$ cat config.mk
export PLATFORM = sky130hd
export DESIGN_NAME = instr_fetch
export DESIGN_NICKNAME = d
export VERILOG_FILES = /design/src/rtl/instr_fetch_pkg.sv /design/src/rtl/fetch_fifo.sv /design/src/rtl/instr_fetch.sv
export SDC_FILE = /design/constraint.sdc
export NUM_CORES = 1
export LEC_CHECK = 0
export ABC_AREA = 1
export ABC_CLOCK_PERIOD_IN_PS = 6100
export CORE_MARGIN = 5
export CORE_UTILIZATION = 51
export DETAILED_ROUTE_END_ITERATION = 10
export PLACE_DENSITY = 0.77
export SLEW_MARGIN = 25
export SYNTH_ARGS = -nofsm -noshare
export SYNTH_HDL_FRONTEND = slang
export SYNTH_HIERARCHICAL = 1
export SYNTH_SLANG_ARGS = --single-unit
export TNS_END_PERCENT = 10
$ cat constraint.sdc
create_clock -name i_clk -period 6.1 [get_ports i_clk]
set_clock_uncertainty 0.05 [all_clocks]
set_input_delay 1.22 -clock i_clk [delete_from_list [all_inputs] [get_ports i_clk]]
set_output_delay 1.22 -clock i_clk [all_outputs]
set_load 0.02 [all_outputs]
$ cat src/rtl/instr_fetch_pkg.sv
// Shared types and constants for the instruction fetch stage.
package instr_fetch_pkg;

   localparam int          XLEN_DEF     = 32;
   localparam logic [31:0] RESET_PC_DEF = 32'h0000_0000;
   localparam int          INSTR_W      = 32;
   localparam int          PC_INC       = 4;

   typedef enum logic [1:0] {
      ST_FETCH = 2'd0,
      ST_WAIT  = 2'd1,
      ST_DRAIN = 2'd2
   } fetch_state_e;

endpackage

$ cat src/rtl/fetch_fifo.sv
// Small instruction buffer: registered storage, combinational head read, synchronous flush.
module fetch_fifo #(
   parameter int DEPTH = 2,
   parameter int WIDTH = 64
) (
   input  logic                     clk,
   input  logic                     rst,
   input  logic                     flush,
   input  logic                     push,
   input  logic [WIDTH-1:0]         push_data,
   input  logic                     pop,
   output logic [$clog2(DEPTH):0]   count,
   output logic                     empty,
   output logic [WIDTH-1:0]         head
);

   localparam int PTR_W = $clog2(DEPTH);
   localparam int CNT_W = PTR_W + 1;

   logic [WIDTH-1:0] mem [DEPTH];
   logic [PTR_W-1:0] rd_ptr;
   logic [PTR_W-1:0] wr_ptr;

   assign empty = (count == '0);
   assign head  = mem[rd_ptr];

   always_ff @(posedge clk or posedge rst) begin
      if (rst) begin
         rd_ptr <= '0;
         wr_ptr <= '0;
         count  <= '0;
         for (int i = 0; i < DEPTH; i++) begin
            mem[i] <= '0;
         end
      end else if (flush) begin
         rd_ptr <= '0;
         wr_ptr <= '0;
         count  <= '0;
      end else begin
         if (push) begin
            mem[wr_ptr] <= push_data;
            wr_ptr      <= wr_ptr + PTR_W'(1);
         end
         if (pop) begin
            rd_ptr <= rd_ptr + PTR_W'(1);
         end
         count <= count + CNT_W'(push) - CNT_W'(pop);
      end
   end

endmodule

$ cat src/rtl/instr_fetch.sv
// Fetch stage: single-outstanding imem reads, PC-tagged buffer to decode, halt and redirect/flush.
// Optional FETCH_PERF_CNT_EN adds fetched-instruction and redirect counters.
module instr_fetch
   import instr_fetch_pkg::*;
#(
   parameter int             XLEN       = XLEN_DEF,
   parameter logic [XLEN-1:0] RESET_PC  = XLEN'(RESET_PC_DEF),
   parameter int             FIFO_DEPTH = 2
) (
   input  logic            i_clk,
   input  logic            i_rst,
   input  logic            i_halt,
   input  logic            i_redirect_valid,
   input  logic [XLEN-1:0] i_redirect_pc,
   output logic            o_imem_req_valid,
   output logic [XLEN-1:0] o_imem_req_addr,
   input  logic            i_imem_req_ready,
   input  logic            i_imem_rsp_valid,
   input  logic [XLEN-1:0] i_imem_rsp_data,
   output logic            o_instr_valid,
   output logic [XLEN-1:0] o_instr,
   output logic [XLEN-1:0] o_instr_pc,
   input  logic            i_instr_ready
`ifdef FETCH_PERF_CNT_EN
   ,
   output logic [31:0]     o_fetch_cnt,
   output logic [31:0]     o_flush_cnt
`endif
);

   // state    | meaning
   // ST_FETCH | no request outstanding; issue at pc when not halted and a slot is free
   // ST_WAIT  | request accepted; next response is pushed with req_pc
   // ST_DRAIN | request outstanding on a flushed path; next response is dropped

   localparam int CNT_W = $clog2(FIFO_DEPTH) + 1;

   fetch_state_e     state;
   logic [XLEN-1:0]  pc;
   logic [XLEN-1:0]  req_pc;
   logic [XLEN-1:0]  redirect_tgt;
   logic [CNT_W-1:0] fifo_count;
   logic             fifo_empty;
   logic [2*XLEN-1:0] fifo_head;
   logic             req_fire;
   logic             rsp_push;
   logic             instr_pop;
   logic             outstanding_next;

   assign redirect_tgt     = i_redirect_pc & ~XLEN'(3);
   // No request is outstanding in FETCH, so count alone bounds buffer occupancy.
   assign o_imem_req_valid = !i_rst && (state == ST_FETCH) && !i_halt &&
                             (fifo_count < CNT_W'(FIFO_DEPTH));
   assign o_imem_req_addr  = pc;
   assign req_fire         = o_imem_req_valid && i_imem_req_ready;
   assign rsp_push         = (state == ST_WAIT) && i_imem_rsp_valid && !i_redirect_valid;
   assign instr_pop        = o_instr_valid && i_instr_ready;
   assign outstanding_next = req_fire || ((state != ST_FETCH) && !i_imem_rsp_valid);

   assign o_instr_valid = !fifo_empty;
   assign o_instr       = fifo_head[XLEN-1:0];
   assign o_instr_pc    = fifo_head[2*XLEN-1:XLEN];

   always_ff @(posedge i_clk or posedge i_rst) begin
      if (i_rst) begin
         state  <= ST_FETCH;
         pc     <= RESET_PC;
         req_pc <= RESET_PC;
      end else if (i_redirect_valid) begin
         pc    <= redirect_tgt;
         state <= outstanding_next ? ST_DRAIN : ST_FETCH;
      end else begin
         case (state)
            ST_FETCH: begin
               if (req_fire) begin
                  req_pc <= pc;
                  pc     <= pc + XLEN'(PC_INC);
                  state  <= ST_WAIT;
               end
            end
            ST_WAIT, ST_DRAIN: begin
               if (i_imem_rsp_valid) begin
                  state <= ST_FETCH;
               end
            end
            default: state <= ST_FETCH;
         endcase
      end
   end

   fetch_fifo #(
      .DEPTH (FIFO_DEPTH),
      .WIDTH (2*XLEN)
   ) u_fifo (
      .clk       (i_clk),
      .rst       (i_rst),
      .flush     (i_redirect_valid),
      .push      (rsp_push),
      .push_data ({req_pc, i_imem_rsp_data}),
      .pop       (instr_pop),
      .count     (fifo_count),
      .empty     (fifo_empty),
      .head      (fifo_head)
   );

`ifdef FETCH_PERF_CNT_EN
   always_ff @(posedge i_clk or posedge i_rst) begin
      if (i_rst) begin
         o_fetch_cnt <= '0;
         o_flush_cnt <= '0;
      end else begin
         if (instr_pop) o_fetch_cnt <= o_fetch_cnt + 32'd1;
         if (i_redirect_valid) o_flush_cnt <= o_flush_cnt + 32'd1;
      end
   end
`endif

endmodule

==> results of run 1 <==
-- sequential cells by signal (all words and copies together), names as in the netlist --
name             flops
state                2
u_fifo/wr_ptr        1
u_fifo/mem         128
o_imem_req_addr     30
u_fifo/rd_ptr        1
u_fifo/count         2
req_pc              30
-- final cells by class --
| class | instances | area [sq um] |
|---|---|---|
| Clock buffer | 17 | 425.4 |
| Clock inverter | 15 | 163.9 |
| Tap cell | 234 | 292.8 |
| Sequential cell | 194 | 4856 |
| Multi-Input combinational cell | 684 | 4016 |
| Inverter | 120 | 452.9 |
| Fill cell | 1604 | 6839 |
| Timing Repair Buffer | 173 | 1722 |
-- final timing paths --
| path | from | endpoint | cells after the start |
|---|---|---|---|
| max | u_fifo/rd_ptr | o_instr_pc[18] | 3 |
| min | u_fifo/mem[23] | u_fifo/mem[23] | 2 |
| max reg2reg | state[1] | u_fifo/mem[85] | 8 |
| min reg2reg | u_fifo/mem[23] | u_fifo/mem[23] | 2 |
| max in group asynchronous | i_rst | u_fifo/mem[27] | 3 |
| min in group asynchronous | i_rst | u_fifo/count[0] | 2 |
-- kinds of logic after synthesis --
logic type | after synthesis
AO/OA/AOI/OAI | 189
XOR/XNOR | 8
adder cells (fa/ha/maj) | 5
buffers and inverters | 171
flip-flops | 194
multiplexers | 64
other | 1
AND/OR/NAND/NOR | 414
-- layer usage --
metal  part of all wire, %  wire, um  up-vias
met5                     0         0        -
li1                      -         -     3633
met1                    48     10380     3422
met4                   2.4       527        0
met2                    45      9587      195
met3                   4.8      1036       34
-- where the power goes --
group	total, uW	internal, uW	leakage, uW	switching, uW
logic	1220	574	0.00275	650
registers	1700	1510	0.00258	186
clock network	1120	585	0.000293	532
-- cell usage after synthesis (all sizes together), types with 2 or more instances --
master	count
o21bai	4
o21ai	169
nand2	306
dfrtp	194
nand3b	3
clkbuf	9
nand3	33
nor3	2
buf	42
inv	120
nor2	60
o211ai	7
nor4	2
a21oi	5
nand4	6
xor2	7
ha	5
mux2	64
-- through the flow --
stage          instances  hold slack, ps  total power [uW]  setup slack [ps]  area [sq um]
6_report            1437           427.2              4042              1905         11930
5_1_grt             1437           443.1              4276              1790         11930
4_1_cts             1437           432.1              4091              1849         11930
3_5_place_dp        1405           412.2              2953              2077         11340
3_3_place_gp        1405           407.1              2925              2091         11340
2_1_floorplan       1049           391.9              2463              1304          9767
-- tightest hold or removal path: cells and delay by family, from the launching register on --
kind               cells  cell delay [ps]
AOI/OAI and AO/OA      1               50
DFF                    1              340
and+or+nand+nor        1               60
==> flow_summary.yaml, run 1 <==
run_status:
  status: "finished clean"
layout:
  nets: 1266
  syn_to_final_growth_pct: 22.28
  final_core_util_pct: 63.56
  layout-drive-gt1-share_pct: 20.12
  mostFrequentLayoutCell: "nand2_1"
  most-common-layout-cells: "nand2_1 (300), dfrtp_1 (193), clkdlybuf4s50_1 (164)"
  n_antenna_cell: 0
drt:
  wl_mm: 21.54
  route.vias.total: 7284
  drc: 0
  drt_first_pass_iters: 4
  ant_nets: 0
  via_per_inst: 5.069
  wl_per_cell_um: 14.99
  drtIter0Drc: 471
clocking:
  cts.sink_count: 194
  cts_made_buffers: 17
  postCtsSetupBuffers: 0
  cts_resized: 0
  cts_buffer_depth: 2
  h-tree-depth: 4
  ctsHoldBuffers: 0
  insertion_delay_ps: 430
  clk_pin_slew_ps: 70
  root_buffer: "clkbuf_16"
  cts_tree: "done"
synth:
  synth-simple-area-share_pct: 17.97
  ys_types: 39
  ys_seq_area_share_pct: 49.76
  syn_area_per_cell_sq_um: 9.327
  synth_top_family_by_area: "simple AND/OR/NAND/NOR gates"
  synth.top_cell.area_share_pct: 49.76
  synth_area_leader_cell: "dfrtp_1"
  syn_inst: 1046
  async_flop_share_pct: 100.0
  synth_edf_count: 0
  synth_area_sq_mm: 0.009756
  muxShareOfSynthArea_pct: 7.387
  yosys_warnings: 6
  synthTopCellsByArea: "dfrtp_1 (50%), nand2_1 (12%), o21ai_2 (9.7%), mux2_2 (7.4%), inv_1 (4.5%)"
  synth_xor_area_share_pct: 0.7182
  ys_ff_latch: 194
  synth_compound_area_share_pct: 14.22
  synthAdderAreaFrac_pct: 0.6413
  ys.flop_type: "dfrtp_1"
timing:
  drv_slew: 0
  finalSetupViolCount: 0
  fin_crit_sh_pct: 68.77
  rsz0062_at_grt: "no"
  max_freq_mhz: 238.4
  slew_headroom_pct: 39.14
  finalHoldViolations: 0
  fin_setup_tns_ps: 0
  period_minus_slack_ps: 4195
  worst_pin_slew_ps: 912.9
critical_path:
  critPathMaxStageDelay_ps: 970
  critPathArrivalTime_ps: 2930
  cp-end-kind: "output pin"
  cpMaxStageDelayCell: "dfrtp_2"
  cp_cell_sequence: "buf_4 -> mux2_2 -> clkdlybuf4s50_1"
  critPathKind: "reg2out"
  cp_top_family: "buffers and inverters"
  required_ps: 4830
  critPathLaunchType: "register"
  cp_num_buf_inv: 2
  cp_max_fo: 38
  r2r_slack_ps: 3510
floorplanning:
  rows: 50
  boundaryPins: 169
  start_util_pct: 51.98
  die_h_um: 148.3
  core_sq_mm: 0.01877
  die-area_sq_mm: 0.02199
  die_x_um: 148.3
place:
  place_congestion: 0.8879
  hpwl_mm: 14.57
  numPortBuffers: 164
run:
  drv_cap: 0
global_route:
  use_met2_pct: 30.78
  grt_pass1_vias: 7350
  grtUsageMet1_pct: 30.05
  grt_pass1_wl_mm: 36.76
  track_usage_pct: 20.44
  gr-total-overflow: 0
  antenna_found_initial: 0
  top_usage_layer: "met2"
  grt_max_degree: 129
  use_met3_pct: 3.321
hold_path:
  hold_path.class: "reg2reg"
power_and_ir_drop:
  powerDensity_mw_per_mm2: 338.9
  power.leakage_uw: 0.005623
  vdd_drop_max_mv: 0.1892
Note: power is estimated with default switching activity, not from simulation.
==> run 2: changes to the inputs <==
--- a/config.mk
+++ b/config.mk
@@ -6,7 +6,7 @@
 export NUM_CORES = 1
 export LEC_CHECK = 0
 export ABC_AREA = 1
-export ABC_CLOCK_PERIOD_IN_PS = 6100
+export ABC_CLOCK_PERIOD_IN_PS = 4400
 export CORE_MARGIN = 5
 export CORE_UTILIZATION = 51
 export DETAILED_ROUTE_END_ITERATION = 10
==> constraint.sdc (replaced) <==
create_clock -name i_clk -period 4.4 [get_ports i_clk]
set_clock_uncertainty 0.05 [all_clocks]
set_input_delay 0.88 -clock i_clk [delete_from_list [all_inputs] [get_ports i_clk]]
set_output_delay 0.88 -clock i_clk [all_outputs]
set_load 0.02 [all_outputs]
==> flow_summary.yaml, run 2 (synthesized netlist as in run 1, its figures left out) <==
run_status:
  status: "finished clean"
place:
  dpl.cell_count: 1408
  place_congestion: 0.8902
  hpwl_mm: 14.70
  numPortBuffers: 164
floorplanning:
  die-area_sq_mm: 0.02199
  rows: 50
  die_h_um: 148.3
  core_sq_mm: 0.01877
  start_util_pct: 51.98
  boundaryPins: 169
  die_x_um: 148.3
clocking:
  root_buffer: "clkbuf_16"
  cts_buffer_depth: 2
  h-tree-depth: 4
  cts_made_buffers: 17
  cts.sink_count: 194
  insertion_delay_ps: 420
  cts_resized: 0
  ctsHoldBuffers: 0
  cts_tree: "done"
  postCtsSetupBuffers: 0
  clk_pin_slew_ps: 60
drt:
  wl_per_cell_um: 14.77
  drt_first_pass_iters: 5
  route.vias.total: 7214
  wl_mm: 21.26
  ant_nets: 0
  drc: 0
  drtIter0Drc: 420
  via_per_inst: 5.010
layout:
  nFillCells: 1575
  nets: 1269
  top_register: "u_fifo/mem"
  n_antenna_cell: 0
  most-common-layout-cells: "nand2_1 (300), dfrtp_1 (193), clkdlybuf4s50_1 (164)"
  layout-drive-gt1-share_pct: 20.15
  largest_reg_flops: 128
  mostFrequentLayoutCell: "nand2_1"
  syn_to_final_growth_pct: 22.94
  fin_cells: 1440
timing:
  rsz0062_at_grt: "no"
  slew_headroom_pct: 47.80
  fin_setup_tns_ps: 0
  drv_slew: 0
  finalSetupViolCount: 0
  worst_pin_slew_ps: 782.9
  fin_crit_sh_pct: 75.38
  finalHoldViolations: 0
  period_minus_slack_ps: 3317
  max_freq_mhz: 301.5
power_and_ir_drop:
  combPwrFrac_pct: 31.2
  power.leakage_uw: 0.005642
  intPower_uw: 3761
  p_sw_uw: 1810
  vdd_drop_max_mv: 0.2853
  sw_frac_of_total_pct: 32.49
  pwr-share-seq_pct: 41.7
  p_clk_share_pct: 27.2
  powerDensity_mw_per_mm2: 464.5
global_route:
  gr-total-overflow: 0
  antenna_found_initial: 0
  grt_pass1_wl_mm: 36.43
  grt_max_degree: 129
  grt_pass1_vias: 7306
  track_usage_pct: 20.26
critical_path:
  cp-end-kind: "output pin"
  r2r_cells: 8
  critPathCapture: "o_imem_req_valid"
  critPathLaunch: "i_rst"
  critPathLaunchType: "input port"
  critPathArrivalTime_ps: 2390
  required_ps: 3470
  cp_max_fo: 4
  r2r-start: "state[1]"
  r2r_slack_ps: 2090
  r2r_end: "u_fifo/mem[101]"
  critPathKind: "in2out"
run:
  drv_cap: 0
hold_path:
  hold_path.class: "reg2reg"
## run 2: worst min path at each step
stage / startpoint / end / cells past startpoint
2_1_floorplan: state[1] / state[1] / 2
3_3_place_gp: state[1] / state[1] / 2
3_5_place_dp: state[1] / state[1] / 2
4_1_cts: state[1] / state[1] / 2
5_1_grt: u_fifo/mem[21] / u_fifo/mem[21] / 2
6_report: state[1] / state[1] / 2
## run 2: critical path, stage by stage
cell             delay [ps]
clkdlybuf4s50_1         550
nor4_1                  310
clkdlybuf4s50_1         650
## run 2: final cells by class
cell class	count	area [sq um]	area share, %
multi-input cells	684	4016	33.49
well taps	234	292.8	2.441
flip-flops and latches	194	4856	40.49
inverters	120	454.2	3.787
clock inverters	12	133.9	1.116
repair buffers	176	1794	14.96
clock buffers	20	446.7	3.724
## run 2: through the flow
stage               area, sq um  utilization [%]  hold WS (ps)  worst slack (ps)  total power [uW]
floorplan                  9771                -         391.9              1833              3414
global route              11990            63.91         447.6              1061              5896
detailed placement        11410            60.81         408.9              1078              4098
finish                    11990            63.91         422.8              1083              5571
global placement          11410            60.81         407.7              1081              4062
CTS                       11990            63.91         424.2              1072              5637
## run 2: metal layers
metal  GRT usage (%)  share of wire, %
met1           29.49                48
met2           31.45                46
met3           4.083               5.1
met4           4.942               1.2
met5               0                 0
## run 2: power groups by stage
stage	combinational, uW	clock [uW]	sequential [uW]
final	1740	1510	2320
after global routing	1900	1630	2370
after CTS	1760	1550	2320
after detailed placement	1750	0	2350
after global placement	1720	0	2340
after floorplan	1090	0	2320
